<file path="config.mk">
export PLATFORM = sky130hd
export DESIGN_NAME = ksa_engine
export DESIGN_NICKNAME = d
export VERILOG_FILES = /design/src/rtl/ksa_pkg.sv /design/src/rtl/ksa_key_sel.sv /design/src/rtl/ksa_engine.sv
export SDC_FILE = /design/constraint.sdc
export NUM_CORES = 1
export LEC_CHECK = 0
export BUFFER_PORTS_ARGS = -buffer_cell sky130_fd_sc_hd__buf_2
export CORE_MARGIN = 2
export CORE_UTILIZATION = 61
export CTS_CLUSTER_SIZE = 10
export DETAILED_ROUTE_END_ITERATION = 8
export GPL_TIMING_DRIVEN = 1
export HOLD_SLACK_MARGIN = 0.15
export MAX_ROUTING_LAYER = met4
export PLACE_DENSITY = 0.88
export SLEW_MARGIN = 40
export SYNTH_ARGS = -nofsm -noshare
export SYNTH_HDL_FRONTEND = slang
export SYNTH_HIERARCHICAL = 1
export SYNTH_SLANG_ARGS = --single-unit
</file>
<file path="constraint.sdc">
create_clock -name clk -period 6.37 [get_ports clk]
set_input_delay 1.274 -clock clk [delete_from_list [all_inputs] [get_ports clk]]
set_output_delay 1.274 -clock clk [all_outputs]
set_load 0.05 [all_outputs]
</file>
<file path="src/rtl/ksa_pkg.sv">
// Shared types for the RC4 key-scheduling engine.
package ksa_pkg;

  typedef enum logic [3:0] {
    IDLE,
    INIT,
    SH_RD_I,
    SH_LAT_I,
    SH_RD_J,
    SH_LAT_J,
    SH_WR_I,
    SH_WR_J,
    DONE
  } ksa_state_t;

  function automatic logic is_busy(input ksa_state_t s);
    return (s != IDLE) && (s != DONE);
  endfunction

endpackage

</file>
<file path="src/rtl/ksa_key_sel.sv">
// Latched key storage and wrapping key-byte index for the KSA shuffle.
module ksa_key_sel
  import ksa_pkg::*;
#(
  parameter int DATA_W    = 8,
  parameter int KEY_BYTES = 3,
  parameter int LEN_W     = $clog2(KEY_BYTES + 1)
) (
  input  logic                   clk,
  input  logic                   reset,
  input  logic                   load,
  input  logic [8*KEY_BYTES-1:0] key,
  input  logic [LEN_W-1:0]       key_len,
  input  logic                   advance,
  input  logic                   clear,
  output logic [DATA_W-1:0]      key_byte
);

  logic [8*KEY_BYTES-1:0] key_q;
  logic [LEN_W-1:0]       len_q;
  logic [LEN_W-1:0]       k;
  logic [7:0]             byte_sel;

  // Out-of-range lengths collapse to the full key so k always has a valid wrap point.
  always_ff @(posedge clk) begin
    if (reset) begin
      key_q <= '0;
      len_q <= '0;
      k     <= '0;
    end else if (load) begin
      key_q <= key;
      len_q <= ((key_len == '0) || (key_len > LEN_W'(KEY_BYTES))) ? LEN_W'(KEY_BYTES) : key_len;
      k     <= '0;
    end else if (clear) begin
      k <= '0;
    end else if (advance) begin
      k <= (k == len_q - LEN_W'(1)) ? '0 : k + LEN_W'(1);
    end
  end

  always_comb begin
    byte_sel = '0;
    for (int b = 0; b < KEY_BYTES; b++) begin
      if (k == LEN_W'(b)) byte_sel = key_q[8*(KEY_BYTES-b)-1 -: 8];
    end
  end

  assign key_byte = DATA_W'(byte_sel);

endmodule

</file>
<file path="src/rtl/ksa_engine.sv">
// RC4 key-scheduling engine: identity init of the state RAM, then the KSA swap pass.
module ksa_engine
  import ksa_pkg::*;
#(
  parameter int DATA_W    = 8,
  parameter int KEY_BYTES = 3,
  localparam int LEN_W    = $clog2(KEY_BYTES + 1)
) (
  input  logic                   clk,
  input  logic                   reset,
  input  logic                   start,
  input  logic                   skip_init,
  input  logic [8*KEY_BYTES-1:0] key,
  input  logic [LEN_W-1:0]       key_len,
  output logic [DATA_W-1:0]      mem_addr,
  output logic [DATA_W-1:0]      mem_wdata,
  output logic                   mem_wren,
  input  logic [DATA_W-1:0]      mem_rdata,
  output logic                   busy,
  output logic                   done
);

  ksa_state_t        state, state_n;
  logic [DATA_W-1:0] i, j, si, sj;
  logic [DATA_W-1:0] key_byte;
  logic              accept;
  logic              wren_c;

  assign accept = ((state == IDLE) || (state == DONE)) && start;

  ksa_key_sel #(
    .DATA_W   (DATA_W),
    .KEY_BYTES(KEY_BYTES),
    .LEN_W    (LEN_W)
  ) u_key_sel (
    .clk     (clk),
    .reset   (reset),
    .load    (accept),
    .key     (key),
    .key_len (key_len),
    .advance (state == SH_WR_J),
    .clear   (state == INIT),
    .key_byte(key_byte)
  );

  // i wraps to 0 on its own after N-1, which is exactly the start index for the next phase.
  always_ff @(posedge clk) begin
    if (reset) begin
      state <= IDLE;
      i     <= '0;
      j     <= '0;
      si    <= '0;
      sj    <= '0;
    end else begin
      state <= state_n;
      case (state)
        IDLE, DONE: if (start) begin
          i <= '0;
          j <= '0;
        end
        INIT:     i  <= i + DATA_W'(1);
        SH_LAT_I: begin
          si <= mem_rdata;
          j  <= j + mem_rdata + key_byte;
        end
        SH_LAT_J: sj <= mem_rdata;
        SH_WR_J:  i  <= i + DATA_W'(1);
        default:  ;
      endcase
    end
  end

  always_comb begin
    state_n   = state;
    mem_addr  = '0;
    mem_wdata = '0;
    wren_c    = 1'b0;
    case (state)
      IDLE, DONE: if (start) state_n = skip_init ? SH_RD_I : INIT;
      INIT: begin
        mem_addr  = i;
        mem_wdata = i;
        wren_c    = 1'b1;
        if (&i) state_n = SH_RD_I;
      end
      SH_RD_I: begin
        mem_addr = i;
        state_n  = SH_LAT_I;
      end
      SH_LAT_I: begin
        mem_addr = i;
        state_n  = SH_RD_J;
      end
      SH_RD_J: begin
        mem_addr = j;
        state_n  = SH_LAT_J;
      end
      SH_LAT_J: begin
        mem_addr = j;
        state_n  = SH_WR_I;
      end
      SH_WR_I: begin
        mem_addr  = i;
        mem_wdata = sj;
        wren_c    = 1'b1;
        state_n   = SH_WR_J;
      end
      SH_WR_J: begin
        mem_addr  = j;
        mem_wdata = si;
        wren_c    = 1'b1;
        state_n   = (&i) ? DONE : SH_RD_I;
      end
      default: state_n = IDLE;
    endcase
  end

  // A reset landing on a write cycle must not corrupt the RAM on that same edge.
  assign mem_wren = wren_c & ~reset;
  assign busy     = is_busy(state);
  assign done     = (state == DONE);

endmodule

</file>
==> results by group <==
Drt
  • Post-route ant nets: 0
  • # DRC: 0
  • Final WL: 8610 µm
  • Vias per cell: approximately 6.0
  • TritonRoute pass-1 iters: 5
  • Vias: ~3100
  • WL per Instance: 16.4 µm
  • Initial drt markers: 355

Timing
  • RSZ-0062 raised after global routing: no
  • Max Slew Vio Count: 0
  • Clk_skew: roughly 0.012 ns
  • Final Critical Period: ~3.6 ns
  • Final Cycle Share: a little under three fifths
  • Fmax: 0.275 GHz
  • TNS Setup: 0 ns
  • Worst-Margin Slew: 0.723 ns
  • Final Hold Vio Count: 0
  • Max transition margin: ~52%
  • Final number of setup-violating endpoints: 0

Pwr
  • Clock power frac: 32.8%
  • Ratio of total power to cell area: around 270 nW/µm²
  • Int Pwr: 0.000739 W
  • Switching Fraction: between 30% and 40%
  • Comb power frac: between 20% and 30%
  • Worst VDD drop: between 0.15 and 0.2 mV
  • Sw power: approximately 0.00035 W
  • Register share of total power: a little over two fifths
  • LEAKAGE: between 1.5 and 2 nW

Clock network
  • Post-CTS setup buffers: 0
  • CTS root buf: clkbuf_8
  • PostCTS Resize Cnt: 0
  • Hold buffer count at CTS: 0
  • CTS tree: built
  • TritonCTS buffer count: 9
  • Clock tree sinks: 64
  • Clk buf depth: 2
  • Clk slew on worst S/H paths: ~0.070 ns
  • H-tree depth: 3
  • Clock latency on the worst-skew pair: around 0.35 ns

Logic synthesis
  • Post-synthesis register bit count: 64
  • Sequential share of the synthesized area: around 37%
  • Synth warn: 6
  • Syn avg cell area: 8.79 µm²
  • Syn_nets: roughly 460
  • Cells after Synth: roughly 400
  • Post-synth top area cell: dfxtp_1
  • Post-Syn Area: ~3500 µm²
  • Number of flops mapped to enable cells by yosys: 0
  • Top cells by area, synth: dfxtp_1 37%, mux2i_1 9.1%, nor2_1 7.3%
  • FFs w/ async S/R, synth: 0%
  • Synth cell types: 58
  • Synth top area share: a little over a third
  • Ys flop type: dfxtp_1

Global route
  • GRT Resource Usage Total: between 20 and 30%
  • Largest net degree at the start of global routing: 64
  • Initial antenna violation count: 0
  • Total gr overflow: 0
  • Vias in the first global route: 2929
  • First-pass GRT wire length: ~14000 µm

Setup path
  • Required time worst endpoint: between 5 and 6 ns
  • Max incr delay on CP: slightly below 0.7 ns
  • Worst Path Buf+Inv: 2
  • Maximum net fanout on the critical path: 19
  • Worst setup SP type: register
  • Top delay family on crit path: simple AND/OR/NAND/NOR gates
  • Critical path class: reg2out
  • Crit-path cells: nand2b_4, nor2_2, a222oi_1, inv_1, buf_2
  • CP arrival: between 2 and 2.5 ns
  • Slowest cell on the critical path: dfxtp_1
  • Crit end category: output port

Cells and area
  • Ant diodes: 0
  • Design area: ~4000 µm²
  • Layout cell share with drive strength beyond 1: around a fifth
  • Nets@finish: 503
  • Synth-to-layout area growth: 13.7%
  • Core Util, Final: slightly above 70%

Place
  • Gpl congestion: between 0.9 and 1
  • Buffers added on ports: 56
  • Area post-placement: about 3800 µm²
  • Post-DP HPWL: 5910 µm

Worst hold path
  • Min-Delay Path Class: reg2reg

Status
  • Status: finished, final reports clean

Job
  • Max cap viols: 0

Floorplanning
  • Total die area: around 6400 µm²
  • IO Pins: 57
  • Row cnt: 27
  • DIE WIDTH: between 70 and 80 µm
  • Initial Utilization: between 60% and 70%
  • Core box area: 5540 µm²
  • Die H: 79.8 µm
==> worst reg2reg max path: stages, from the launching register on <==
cell and delay [ns]:
dfxtp_1 0.36, inv_1 0.12, ha_1 0.44, and3b_1 0.23
a21oi_1 0.11, o21ai_0 0.11, fa_1 0.52, ha_1 0.19
inv_1 0.07, fa_1 0.40, nand2b_1 0.18, a21oi_1 0.22
o22ai_1 0.16, nand3b_1 0.11, o211ai_1 0.09
==> metal layers <==
| layer | global-route usage [%] | vias to the layer above | routed length, µm |
|---|---|---|---|
| met4 | 13.4 | 0 | 216 |
| met5 | - | - | 0 |
| li1 | - | 1504 | - |
| met3 | 4.98 | 21 | 526 |
| met2 | 44.7 | 117 | 4070 |
| met1 | 38.3 | 1493 | 3790 |
==> Yosys cell counts (3+ instances only) <==
master	instances
nor2_1	68
dfxtp_1	64
mux2i_1	32
nand2_1	30
a21oi_1	27
inv_1	18
o21ai_0	14
a22oi_1	12
ha_1	10
and3b_1	9
a222oi_1	8
fa_1	8
nor3_1	7
buf_2	6
buf_4	6
clkbuf_1	6
nand2b_1	6
xor2_1	6
xnor2_1	5
and2_1	4
a211oi_1	3
buf_1	3
nand3b_1	3
o2111ai_1	3
==> per-stage QoR <==
stage               instances  hold slack [ns]  setup WS (ns)  total power [W]
CTS                       524            0.455           2.76          0.00108
floorplan                 399            0.436           2.68         0.000667
global placement          508            0.445           2.92         0.000719
finish                    524            0.456           2.74          0.00109
global route              524            0.476           2.57          0.00113
detailed placement        508            0.446           2.90         0.000730
==> layout make-up <==
type                    count  area [µm²]
fillers                   426        1550
clock inverters             2        37.5
flip-flops and latches     64        1280
multi-input cells         295        2050
clock buffers              14         163
well taps                  72        90.1
inverters                  18        67.6
repair buffers             59         303
==> cells in the final DEF (no fill, tap or decap), types with 7 or more instances in the layout <==
| cell | count |
|---|---|
| fa_1 | 8 |
| dfxtp_1 | 64 |
| ha_1 | 10 |
| nand2_1 | 30 |
| nor2_1 | 67 |
| inv_1 | 18 |
| clkbuf_8 | 11 |
| o21ai_0 | 14 |
| buf_2 | 56 |
| nor3_1 | 7 |
| and3b_1 | 9 |
| a22oi_1 | 12 |
| a222oi_1 | 8 |
| a21oi_1 | 27 |
| mux2i_1 | 32 |
==> sequential cells by signal, summed over array words and instances, names as in the netlist <==
| signal | count |
|---|---|
| j | 8 |
| u_key_sel/key_q | 24 |
| i | 8 |
| state | 4 |
| si | 8 |
| u_key_sel/k | 2 |
| u_key_sel/len_q | 2 |
| sj | 8 |
==> cells by family after synthesis <==
kind of cell | Yosys count | synth area share (%)
xor gates and xnor gates | 11 | 2.75
DFF | 64 | 36.5
and+or+nand+nor | 152 | 22.3
buffers and inverters | 40 | 5.35
muxes | 33 | 9.45
AOI/OAI and AO/OA | 81 | 15.5
adders and majority gates | 18 | 8.13
==> final timing paths <==
| path | start | endpoint | slack [ns] | depth (start not counted) |
|---|---|---|---|---|
| max reg2reg | u_key_sel/k[1]$_SDFFE_PP0P_ | j[7]$_SDFFE_PP0P_ | 2.96 | 14 |
| max | state[1]$_SDFFE_PP0P_ | mem_wdata[7] | 2.74 | 5 |
| min | si[1]$_SDFFE_PP0P_ | si[1]$_SDFFE_PP0P_ | 0.46 | 2 |
| min reg2reg | si[1]$_SDFFE_PP0P_ | si[1]$_SDFFE_PP0P_ | 0.46 | 2 |
==> power by group through the flow <==
stage                     registers (W)  clock network, W  logic (W)
after detailed placement       0.000472                 0   0.000258
after floorplan                0.000454                 0   0.000213
after CTS                      0.000464          0.000357   0.000262
after global placement         0.000470                 0   0.000248
final                          0.000465          0.000356   0.000265
after global routing           0.000468          0.000376   0.000290
(Power assumes the default switching activity.)
